===== src/rtl/mdu_seq.sv =====
// Iterative multiply/divide sequencer producing HI/LO; all 32-bit add/sub work is
// borrowed from the CPU's shared ALU through the alu_* port while busy is high.
module mdu_seq #(
  parameter int W     = 32,
  parameter int ITERS = 32
) (
  input  logic         clk,
  input  logic         reset,
  input  logic         start,
  input  logic [1:0]   op,
  input  logic [W-1:0] rs,
  input  logic [W-1:0] rt,
  output logic         busy,
  output logic         done,
  output logic [W-1:0] hi,
  output logic [W-1:0] lo,
  output logic         dz,
  output logic [W-1:0] alu_a,
  output logic [W-1:0] alu_b,
  output logic [5:0]   alu_fun,
  output logic         alu_sign,
  input  logic [W-1:0] alu_z,
  output logic [2:0]   dbg_state_o
);

  // Handshake: start is sampled only while idle (busy low); busy stays high from the
  // cycle after start through the done cycle, and done is a single-cycle pulse with
  // hi/lo/dz valid from that cycle on. A start seen while busy is dropped.

  localparam int CW = $clog2(ITERS);
  localparam logic [5:0] FUN_ADD = 6'b000000;
  localparam logic [5:0] FUN_SUB = 6'b000001;

  typedef enum logic [2:0] {
    S_IDLE, S_NEGA, S_NEGB, S_ITER, S_FIXL, S_FIXH, S_DONE
  } state_t;

  state_t state_q, state_d;

  logic [1:0]    op_q, op_d;
  logic [W-1:0]  rs_q, rs_d, rt_q, rt_d;
  logic [W-1:0]  a_q, a_d;      // multiplicand or divisor magnitude
  logic [W-1:0]  phi_q, phi_d;  // product high half or partial remainder
  logic [W-1:0]  plo_q, plo_d;  // multiplier/product low half or dividend/quotient
  logic [CW-1:0] cnt_q, cnt_d;
  logic          negq_q, negq_d, negr_q, negr_d;
  logic [W-1:0]  hi_q, hi_d, lo_q, lo_d;
  logic          dz_q, dz_d;

  logic          is_signed, is_div;
  logic [W-1:0]  sh;
  logic          carry, borrow;

  assign is_signed = op_q[0];
  assign is_div    = op_q[1];
  assign sh        = {phi_q[W-2:0], plo_q[W-1]};
  assign carry     = (phi_q[W-1] & a_q[W-1]) | ((phi_q[W-1] | a_q[W-1]) & ~alu_z[W-1]);
  assign borrow    = (~sh[W-1] & a_q[W-1]) | (~(sh[W-1] ^ a_q[W-1]) & alu_z[W-1]);

  always_ff @(posedge clk or negedge reset) begin
    if (!reset) state_q <= S_IDLE;
    else        state_q <= state_d;
  end

  always_comb begin
    state_d = state_q;
    case (state_q)
      S_IDLE: if (start) state_d = S_NEGA;
      S_NEGA: state_d = S_NEGB;
      S_NEGB: state_d = S_ITER;
      S_ITER: if (cnt_q == CW'(ITERS - 1)) state_d = S_FIXL;
      S_FIXL: state_d = S_FIXH;
      S_FIXH: state_d = S_DONE;
      S_DONE: state_d = S_IDLE;
      default: state_d = S_IDLE;
    endcase
  end

  // ALU requests; any cycle not needing a real operation asks for 0+0.
  always_comb begin
    alu_a   = '0;
    alu_b   = '0;
    alu_fun = FUN_ADD;
    busy    = (state_q != S_IDLE);
    done    = (state_q == S_DONE);
    case (state_q)
      S_NEGA: if (is_signed && rs_q[W-1]) begin
        alu_b = rs_q; alu_fun = FUN_SUB;
      end
      S_NEGB: if (is_signed && rt_q[W-1]) begin
        alu_b = rt_q; alu_fun = FUN_SUB;
      end
      S_ITER: begin
        alu_b = a_q;
        if (is_div) begin
          alu_a = sh; alu_fun = FUN_SUB;
        end else begin
          alu_a = phi_q;
        end
      end
      S_FIXL: if (!dz_q && is_signed && negq_q) begin
        alu_b = plo_q; alu_fun = FUN_SUB;
      end
      S_FIXH: if (!dz_q && is_signed) begin
        if (is_div ? negr_q : (negq_q && plo_q == '0)) begin
          alu_b = phi_q; alu_fun = FUN_SUB;
        end
      end
      default: ;
    endcase
  end

  assign alu_sign    = 1'b0;
  assign hi          = hi_q;
  assign lo          = lo_q;
  assign dz          = dz_q;
  assign dbg_state_o = state_q;

  always_comb begin
    op_d   = op_q;   rs_d   = rs_q;   rt_d  = rt_q;  a_d  = a_q;
    phi_d  = phi_q;  plo_d  = plo_q;  cnt_d = cnt_q;
    negq_d = negq_q; negr_d = negr_q;
    hi_d   = hi_q;   lo_d   = lo_q;   dz_d  = dz_q;
    case (state_q)
      S_IDLE: if (start) begin
        op_d   = op;
        rs_d   = rs;
        rt_d   = rt;
        negq_d = rs[W-1] ^ rt[W-1];
        negr_d = rs[W-1];
        dz_d   = op[1] && (rt == '0);
      end
      S_NEGA: plo_d = (is_signed && rs_q[W-1]) ? alu_z : rs_q;
      S_NEGB: begin
        a_d   = (is_signed && rt_q[W-1]) ? alu_z : rt_q;
        phi_d = '0;
        cnt_d = '0;
      end
      S_ITER: begin
        cnt_d = cnt_q + CW'(1);
        if (is_div) begin
          if (phi_q[W-1] || !borrow) begin
            phi_d = alu_z; plo_d = {plo_q[W-2:0], 1'b1};
          end else begin
            phi_d = sh;    plo_d = {plo_q[W-2:0], 1'b0};
          end
        end else if (plo_q[0]) begin
          phi_d = {carry, alu_z[W-1:1]};
          plo_d = {alu_z[0], plo_q[W-1:1]};
        end else begin
          phi_d = {1'b0, phi_q[W-1:1]};
          plo_d = {phi_q[0], plo_q[W-1:1]};
        end
      end
      S_FIXL: begin
        if (dz_q)                        lo_d = '1;
        else if (is_signed && negq_q)    lo_d = alu_z;
        else                             lo_d = plo_q;
      end
      S_FIXH: begin
        if (dz_q)                        hi_d = rs_q;
        else if (is_signed && is_div)    hi_d = negr_q ? alu_z : phi_q;
        else if (is_signed && negq_q)    hi_d = (plo_q == '0) ? alu_z : ~phi_q;
        else                             hi_d = phi_q;
      end
      default: ;
    endcase
  end

  always_ff @(posedge clk or negedge reset) begin
    if (!reset) begin
      op_q   <= '0; rs_q   <= '0; rt_q  <= '0; a_q  <= '0;
      phi_q  <= '0; plo_q  <= '0; cnt_q <= '0;
      negq_q <= 1'b0; negr_q <= 1'b0;
      hi_q   <= '0; lo_q   <= '0; dz_q  <= 1'b0;
    end else begin
      op_q   <= op_d;   rs_q   <= rs_d;   rt_q  <= rt_d;  a_q  <= a_d;
      phi_q  <= phi_d;  plo_q  <= plo_d;  cnt_q <= cnt_d;
      negq_q <= negq_d; negr_q <= negr_d;
      hi_q   <= hi_d;   lo_q   <= lo_d;   dz_q  <= dz_d;
    end
  end

endmodule


===== config.mk =====
export PLATFORM = sky130hd
export DESIGN_NAME = mdu_seq
export DESIGN_NICKNAME = d
export VERILOG_FILES = /design/src/rtl/mdu_seq.sv
export SDC_FILE = /design/constraint.sdc
export NUM_CORES = 1
export LEC_CHECK = 0
export CORE_MARGIN = 3
export CORE_UTILIZATION = 59
export CTS_CLUSTER_DIAMETER = 80
export DETAILED_ROUTE_END_ITERATION = 12
export PLACE_DENSITY = 0.87
export SYNTH_ARGS = -nofsm -noshare
export SYNTH_HDL_FRONTEND = slang
export SYNTH_SLANG_ARGS = --single-unit

===== constraint.sdc =====
create_clock -name clk -period 3.4 [get_ports clk]
set_input_delay 0.51 -clock clk [delete_from_list [all_inputs] [get_ports clk]]
set_output_delay 0.51 -clock clk [all_outputs]
set_load 0.01 [all_outputs]

==> results.rst, run 1 <==
.. list-table::
   :header-rows: 1

   * - Metric
     - Value
   * - Reg2reg setup slack
     - approximately 620 ps
   * - Largest delay contributor family on the critical path
     - simple AND/OR/NAND/NOR gates
   * - CP cell instances
     - nor4_2, nand4_1, o41ai_2, and3_4, buf_4, buf_12, buf_16, a21o_1, clkdlybuf4s15_1
   * - Warnings from Yosys
     - 0
   * - Routed wire length
     - 51.57 mm
   * - Total via count after detailed routing
     - between 10k and 15k
   * - Setup TNS after final layout
     - 0 ps
   * - TritonCTS clock tree
     - done
   * - Slew at the pin closest to its max-slew limit
     - 1113 ps
   * - Crit path buffers/inverters
     - 4
   * - Ports placed on the boundary
     - ~240
   * - Tmin final
     - between 3000 and 4000 ps
   * - Area of the mapped netlist
     - ~14000 um^2
   * - Final Cycle Share
     - a little over nine tenths
   * - Clock Skews
     - a little under 9 ps
   * - First DRT Iteration DRCs
     - around 2.2k
   * - Half-perimeter wire length after detailed placement
     - between 30 and 40 mm
   * - Total power divided by cell area
     - 779.5 nW/um^2
   * - Worst-case reg-to-reg path depth
     - 6
   * - Hold crit path type
     - in -> async
   * - TritonRoute pass-1 iters
     - 6
   * - Proportion of layout cells with a drive suffix above 1
     - between 10% and 20%
   * - CTS clk-pin slew, worst paths
     - about 60 ps
   * - Peak per-stage delay on the critical path
     - roughly 460 ps
   * - Full die area
     - about 26000 um^2
   * - Average wire length per cell after detail routing
     - ~25 um
   * - Effective utilization at floorplan
     - roughly 60%
   * - Die X
     - ~160 um
   * - Buffers on Ports
     - about 240
   * - Destination of the worst register-to-register timing path
     - hi[11]$_DFFE_PN0N_
   * - H-tree levels
     - 1
   * - Slew Limit Headroom
     - between 20% and 30%
   * - Setup-failing EPs final
     - 0
   * - RD Place Congestion
     - 0.9446
   * - Achievable frequency
     - between 200 and 300 MHz
   * - Most common cell after layout, fill and taps aside
     - dfrtp_1
   * - Placeable core region
     - 23750 um^2
   * - GRT Resource Usage Total
     - 38.02%
   * - Data required, critical path
     - between 2000 and 3000 ps
   * - Clock Path Buffers
     - 3
   * - Design area
     - roughly 18000 um^2
   * - Kind of capture point of the worst setup path
     - output pin
   * - Run status
     - finished clean
   * - Max-slew violation count
     - 0
   * - Static Leakage
     - 7.853 nW
   * - Number of antenna violations at the first check in global routing
     - 1
   * - Die boundary height
     - between 150 and 200 um
   * - Average size of a mapped cell
     - between 9 and 10 um^2
   * - Most frequent cells in the layout
     - dfrtp_1, clkdlybuf4s50_1, mux2i_1, o21ai_0, nand2_1
   * - #FFs+latches synth
     - approximately 240
   * - First-pass GRT wire length
     - approximately 80 mm
   * - Crit path max fanout
     - 13
   * - Kind of start point of the critical path
     - register
   * - Remaining Overflow, GRT
     - 0
   * - Highest-delay cell along the critical path
     - dfrtp_2
   * - Row Count
     - 56
   * - Start point of the critical path
     - plo_q[8]$_DFFE_PN0P_
   * - Final hold violations
     - 0
   * - Post-detailed-route DRC marker count
     - 0
   * - Number of distinct library cell variants in the gate-level netlist after synthesis
     - 50
   * - Start of the worst register-to-register path
     - op_q[1]$_DFFE_PN0P_
   * - Register area share after synthesis
     - between 40 and 50%
   * - Cell chosen for the clock root
     - clkbuf_16
   * - Number of antenna-violating nets in the routed design
     - 0
   * - VDD IR-drop max
     - ~430 uV
   * - Largest net degree at the start of global routing
     - 102
   * - Number of vias per cell after detailed routing
     - roughly 7.0
   * - Sink count of the clock tree
     - about 240
   * - Post-synthesis instance total
     - roughly 1.5k
   * - Maximum capacitance violations
     - 0
   * - Worst Setup Path Type
     - reg -> out
   * - Clock insertion delay at the later pin of the skew report
     - about 540 ps
   * - Number of buffers added by the clock tree synthesis step
     - 26
   * - Cell area reported after detailed placement
     - around 17000 um^2
   * - Fin nets
     - about 1.8k
   * - Area added between synthesis and finish
     - 25.58%
   * - Worst Path Arrival
     - around 2800 ps
   * - Number of global-route vias before repair
     - roughly 14k
==> cell usage after synthesis, drive strengths merged <==
| cell | number | area [um^2] |
|---|---|---|
| mux2i | 159 | 1592 |
| nand2 | 123 | 461.7 |
| xor2 | 1 | 8.760 |
| a21boi | 1 | 7.510 |
| o211a | 1 | 10.01 |
| buf | 79 | 525.5 |
| nor2b | 30 | 187.7 |
| dfrtp | 236 | 5906 |
| inv | 8 | 30.03 |
| or4 | 1 | 7.510 |
| nand3 | 8 | 40.04 |
| ha | 3 | 37.54 |
| o21a | 1 | 7.510 |
| and3 | 5 | 31.28 |
| o22ai | 1 | 6.260 |
| o21ai | 137 | 685.7 |
| and2 | 3 | 18.77 |
| nor2 | 103 | 389.1 |
| nor4 | 17 | 125.1 |
| nand3b | 31 | 232.7 |
| a221oi | 32 | 280.3 |
| a211oi | 29 | 217.7 |
| a21oi | 104 | 520.5 |
| nand2b | 3 | 18.77 |
| a31oi | 31 | 193.9 |
| conb | 1 | 3.750 |
| a22o | 31 | 271.5 |
| a211o | 1 | 8.760 |
| clkbuf | 93 | 351.6 |
| nor3 | 6 | 30.03 |
| o41ai | 1 | 8.760 |
| mux2 | 96 | 1081 |
| nor3b | 2 | 20.02 |
| or3 | 31 | 193.9 |
| nor4b | 1 | 8.760 |
| a22oi | 62 | 465.5 |
| nand4 | 34 | 212.7 |
| or4b | 1 | 10.01 |
| a21o | 31 | 234.0 |
| a221o | 1 | 10.01 |
==> state kept, by name, indices dropped and copies added, names as in the netlist <==
signal and count:
dz 1, negq_q 1, plo_q 32, op_q 2
a_q 32, rt_q 32, rs_q 32, lo 32
dbg_state_o 3, cnt_q 5, hi 32, phi_q 32
==> routing by layer <==
metal	part of all wire [%]	up-vias	GRT usage, %
li1	-	5996	-
met3	13	275	9.639
met5	0	-	0
met4	5.8	0	19.89
met1	36	6875	49.89
met2	45	1189	58.41
==> per-stage QoR <==
step / utilization (%) / setup WS (ps) / power, mW / hold WS, ps / cells
detailed placement: 71.13 / 186.0 / 10.67 / 485.6 / 1977
global route: 76.39 / -6.033 / 14.76 / 120.0 / 2043
global placement: 71.13 / 282.6 / 10.45 / 457.3 / 1977
finish: 76.40 / 62.84 / 14.15 / 24.15 / 2044
floorplan: - / 1154 / 8.107 / 214.4 / 1544
CTS: 76.09 / 18.87 / 13.85 / 90.32 / 2039
==> cell families (layout without fill, tap and decap cells) <==
group / Yosys count / in the layout / share of synthesized area (%)
flops: 236 / 236 / 40.87
simple gates: 399 / 399 / 13.76
other cells: 1 / 7 / 0.02595
xor+xnor: 1 / 1 / 0.06062
compound gates: 464 / 464 / 20.26
fa+ha+maj: 3 / 3 / 0.2598
mux: 255 / 255 / 18.49
buf+inv: 180 / 360 / 6.277
==> final cells by class <==
type	count	area, um^2
Multi-Input combinational cell	1128	7811
Inverter	8	30.03
Sequential cell	236	5929
Timing Repair Buffer	304	3009
Clock inverter	15	227.7
Clock buffer	33	738.2
Tap cell	319	399.1
Fill cell	1541	5605
Antenna cell	1	2.502
==> worst max path at each step <==
stage	to	slack (ps)	cells after the start
4_1_cts	alu_b[3]	20	7
3_5_place_dp	alu_b[21]	190	7
2_1_floorplan	alu_b[0]	1150	7
5_1_grt	alu_b[22]	-6	9
6_report	alu_b[25]	60	9
3_3_place_gp	alu_b[13]	280	7
==> power by group <==
group / leakage (nW) / internal (mW) / switching [mW]
clock: 0.480 / 1.99 / 1.23
combinational: 4.73 / 2.89 / 3.21
sequential: 2.65 / 3.56 / 1.27
==> repair_timing <==
item,CTS,global route
setup buffers,12,4
resized for setup,51,33
pin swaps,3,5
gates cloned,2,0
hold buffers,0,0
setup endpoints to repair,33,20
Power figures use the tool's default switching activity.
==> inputs of run 2 (changes only) <==
Settings changed: GPL_TIMING_DRIVEN set to 0.
==> run 2 against run 1 <==
  * Total power rose by 0.88%
  * First-iteration DRC count rose by 9.8%
  * Clock-buffer cell count rose by 2
  * Hold slack got worse by 3.6 ps
  * Combinational power rose by 15%
  * Non-clock buffer count rose by 120
  * Register-to-register slack got worse by 20 ps
  * Maximum frequency fell by 1.4%
  * Utilization rose by 1.0 points
  * Worst setup slack got worse by 48 ps
  * Via count rose by 4.4%
  * Largest power group unchanged
==> results.rst, run 2 (synthesis gave the netlist of run 1 again) <==
.. list-table::
   :header-rows: 1

   * - Metric
     - Value
   * - Fin nets
     - 1928 (+6.6%)
   * - Achievable frequency
     - 295.4 MHz (-1.4%)
   * - Clock insertion delay at the later pin of the skew report
     - 560 ps (+20 ps)
   * - Setup TNS after final layout
     - 0 ps (unchanged)
   * - Kind of start point of the critical path
     - register
   * - First-pass GRT wire length
     - 86.26 mm (+8.1%)
   * - Ports placed on the boundary
     - 242 (unchanged)
   * - Worst Setup Path Type
     - reg -> out
   * - Tmin final
     - 3385 ps (+48.00 ps)
   * - Hold crit path type
     - in -> async
   * - Sink count of the clock tree
     - 236 (unchanged)
   * - Cell chosen for the clock root
     - clkbuf_16
   * - TritonRoute pass-1 iters
     - 7 (+1)
   * - Highest-delay cell along the critical path
     - dfrtp_2
   * - Placeable core region
     - 23750 um^2 (unchanged)
   * - First DRT Iteration DRCs
     - 2407 (+9.8%)
   * - Die X
     - 162.5 um (unchanged)
   * - Die boundary height
     - 162.5 um (unchanged)
   * - Net switching fraction of the power
     - 41.97% (+1.6 points)
   * - Fill cell total of the finished layout
     - 1705 (+11%)
   * - Worst Path Arrival
     - 2880 ps (+50 ps)
   * - TritonCTS clock tree
     - done
   * - Final std cells w/o fill
     - 2162 (+5.8%)
   * - Placed Cells
     - 2099 (+6.2%)
   * - Final Cycle Share
     - 99.56% (+1.4 points)
   * - Comb pwr share
     - 49.2% (+6.1 points)
   * - Sequential cell area in the final layout
     - 5919 um^2 (-0.17%)
   * - Number of global-route vias before repair
     - 14.60k (+2.2%)
   * - RSZ-0062 raised after global routing
     - true
   * - Final antenna diode count
     - 0 (-1)
   * - Total via count after detailed routing
     - 14.97k (+4.4%)
   * - Largest net degree at the start of global routing
     - 124 (+22%)
   * - Total power consumption of the routed design
     - 14.27 mW (+0.88%)
   * - H-tree levels
     - 1 (unchanged)
   * - Most frequent cells in the layout
     - dfrtp_1, clkdlybuf4s50_1, mux2i_1, o21ai_0, nand2_1
   * - Buffers on Ports
     - 235 (unchanged)
   * - Remaining Overflow, GRT
     - 0 (unchanged)
   * - Post-detailed-route DRC marker count
     - 0 (unchanged)
   * - Area added between synthesis and finish
     - 27.27%
   * - Full die area
     - 26410 um^2 (unchanged)
   * - Start of the worst register-to-register path
     - phi_q[30]$_DFFE_PN0P_
   * - Total power divided by cell area
     - 775.9 nW/um^2 (-0.46%)
   * - Number of buffers added by the clock tree synthesis step
     - 26 (unchanged)
   * - Worst hold margin
     - 20.55 ps (-3.598 ps)
   * - Data required, critical path
     - 2890 ps (about the same)
   * - Clock Path Buffers
     - 3 (unchanged)
   * - RD Place Congestion
     - 0.9991 (+5.8%)
   * - Post-route worst setup slack
     - 14.84 ps (-48.00 ps)
   * - Slew Limit Headroom
     - 25.56% (+0.039 points)
   * - Power share of the sequential group
     - 30.2% (-4.0 points)
   * - Relative contribution of the clock network to total power
     - 20.6% (-2.1 points)
   * - Setup-failing EPs final
     - 0 (unchanged)
   * - Number of buffers inserted for hold repair after clock tree synthesis
     - 0 (unchanged)
   * - Maximum capacitance violations
     - 0 (unchanged)
   * - GRT Resource Usage Total
     - 42.59% (+4.6 points)
   * - VDD IR-drop max
     - 520.1 uV (+22%)
   * - Slew at the pin closest to its max-slew limit
     - 1106 ps (-6.853 ps)
   * - Half-perimeter wire length after detailed placement
     - 39.99 mm (+22%)
   * - Static Leakage
     - 8.030 nW (+2.3%)
   * - Multi-input gate area in the final layout
     - 7787 um^2 (-0.30%)
   * - Crit path max fanout
     - 6 (-7)
   * - Pre-CTS setup slack
     - -433.9 ps (-619.8 ps)
   * - Start point of the critical path
     - plo_q[23]$_DFFE_PN0P_
   * - Sw power
     - 5.990 mW (+5.0%)
   * - Number of antenna violations at the first check in global routing
     - 1 (unchanged)
   * - Number of vias per cell after detailed routing
     - 6.925 (-1.3%)
   * - CP most frequent cell
     - buf_6
   * - Most common cell after layout, fill and taps aside
     - dfrtp_1
   * - Routed wire length
     - 58.10 mm (+13%)
   * - Max-slew violation count
     - 0 (unchanged)
   * - Peak per-stage delay on the critical path
     - 450 ps (about the same)
   * - Proportion of layout cells with a drive suffix above 1
     - 16.12% (+1.2 points)
   * - CTS clk-pin slew, worst paths
     - 70 ps (about the same)
   * - CP cell instances
     - nor4_4, nand4_1, buf_6, o41ai_2, and3_1, buf_6, buf_6, clkbuf_16, a21o_1, buf_2
   * - Internal power component
     - 8.281 mW (-1.9%)
   * - Number of antenna-violating nets in the routed design
     - 0 (unchanged)
   * - Effective utilization at floorplan
     - 60.84% (unchanged)
   * - Average wire length per cell after detail routing
     - 26.87 um (+6.5%)
   * - Run status
     - finished clean
   * - Row Count
     - 56 (unchanged)
   * - Clock Skews
     - 18.23 ps (+9.555 ps)
   * - Final hold violations
     - 0 (unchanged)
   * - Kind of capture point of the worst setup path
     - output pin
run 2: cell types whose count changed in the layout (fill, tap and decap cells not counted), moves of 5 or more:
cell and change:
clkbuf_2 +13, dlygate4sd2_1 -5, clkbuf_1 +77, buf_2 +34
dfrtp_1 +6, buf_1 +5, buf_12 -6, dfrtp_2 -5
clkbuf_4 +10, dlymetal6s2s_1 -5
run 2: cell type report:
cell class	count	share of cell area, %
multi-input combinational	1128	42.34
sequential	236	32.18
inverter	8	0.1633
clock buffer	35	4.048
timing repair buffer	254	13.34
buffer	170	5.075
clock inverter	12	0.6803
tap	319	2.170
run 2: per-layer routing:
layer	routed length, um	track usage [%]
met1	21170	57.07
met2	25060	64.04
met3	8452	12.00
met4	3399	20.47
met5	19	0
run 2: final timing paths:
kind	end	cells past startpoint	slack (ps)
max	alu_b[23]	10	10
min	phi_q[26]$_DFFE_PN0P_	1	20
max reg2reg	phi_q[2]$_DFFE_PN0P_	8	600
min reg2reg	cnt_q[4]$_DFFE_PN0P_	2	500
max in group asynchronous	plo_q[14]$_DFFE_PN0P_	2	2160
min in group clk	cnt_q[4]$_DFFE_PN0P_	2	500
run 2: repair_timing:
action,CTS,global route
gates resized for setup,98,52
setup buffers,16,1
gates cloned,0,1
setup endpoints to repair,66,42
pin swaps,7,8
run 2: power groups by stage:
stage | clock [mW] | combinational [mW] | sequential [mW]
3_5_place_dp | 0 | 6.79 | 4.26
4_1_cts | 2.91 | 6.81 | 4.24
2_1_floorplan | 0 | 4.08 | 4.03
5_1_grt | 3.01 | 7.47 | 4.35
3_3_place_gp | 0 | 6.62 | 4.24
6_report | 2.94 | 7.02 | 4.31
run 2: metrics by stage:
stage / utilization (%) / area [um^2]
detailed placement: 72.64 / 17250
global placement: 72.50 / 17220
finish: 77.43 / 18390
global route: 77.43 / 18390
floorplan: - / 14470
CTS: 77.38 / 18380
run 2: critical path, delay by kind of cell (launching register included):
family,cells,cell delay (ps)
buffers and inverters,5,770
AND/OR/NAND/NOR,3,680
flip-flops,1,450
AO/OA/AOI/OAI,2,400
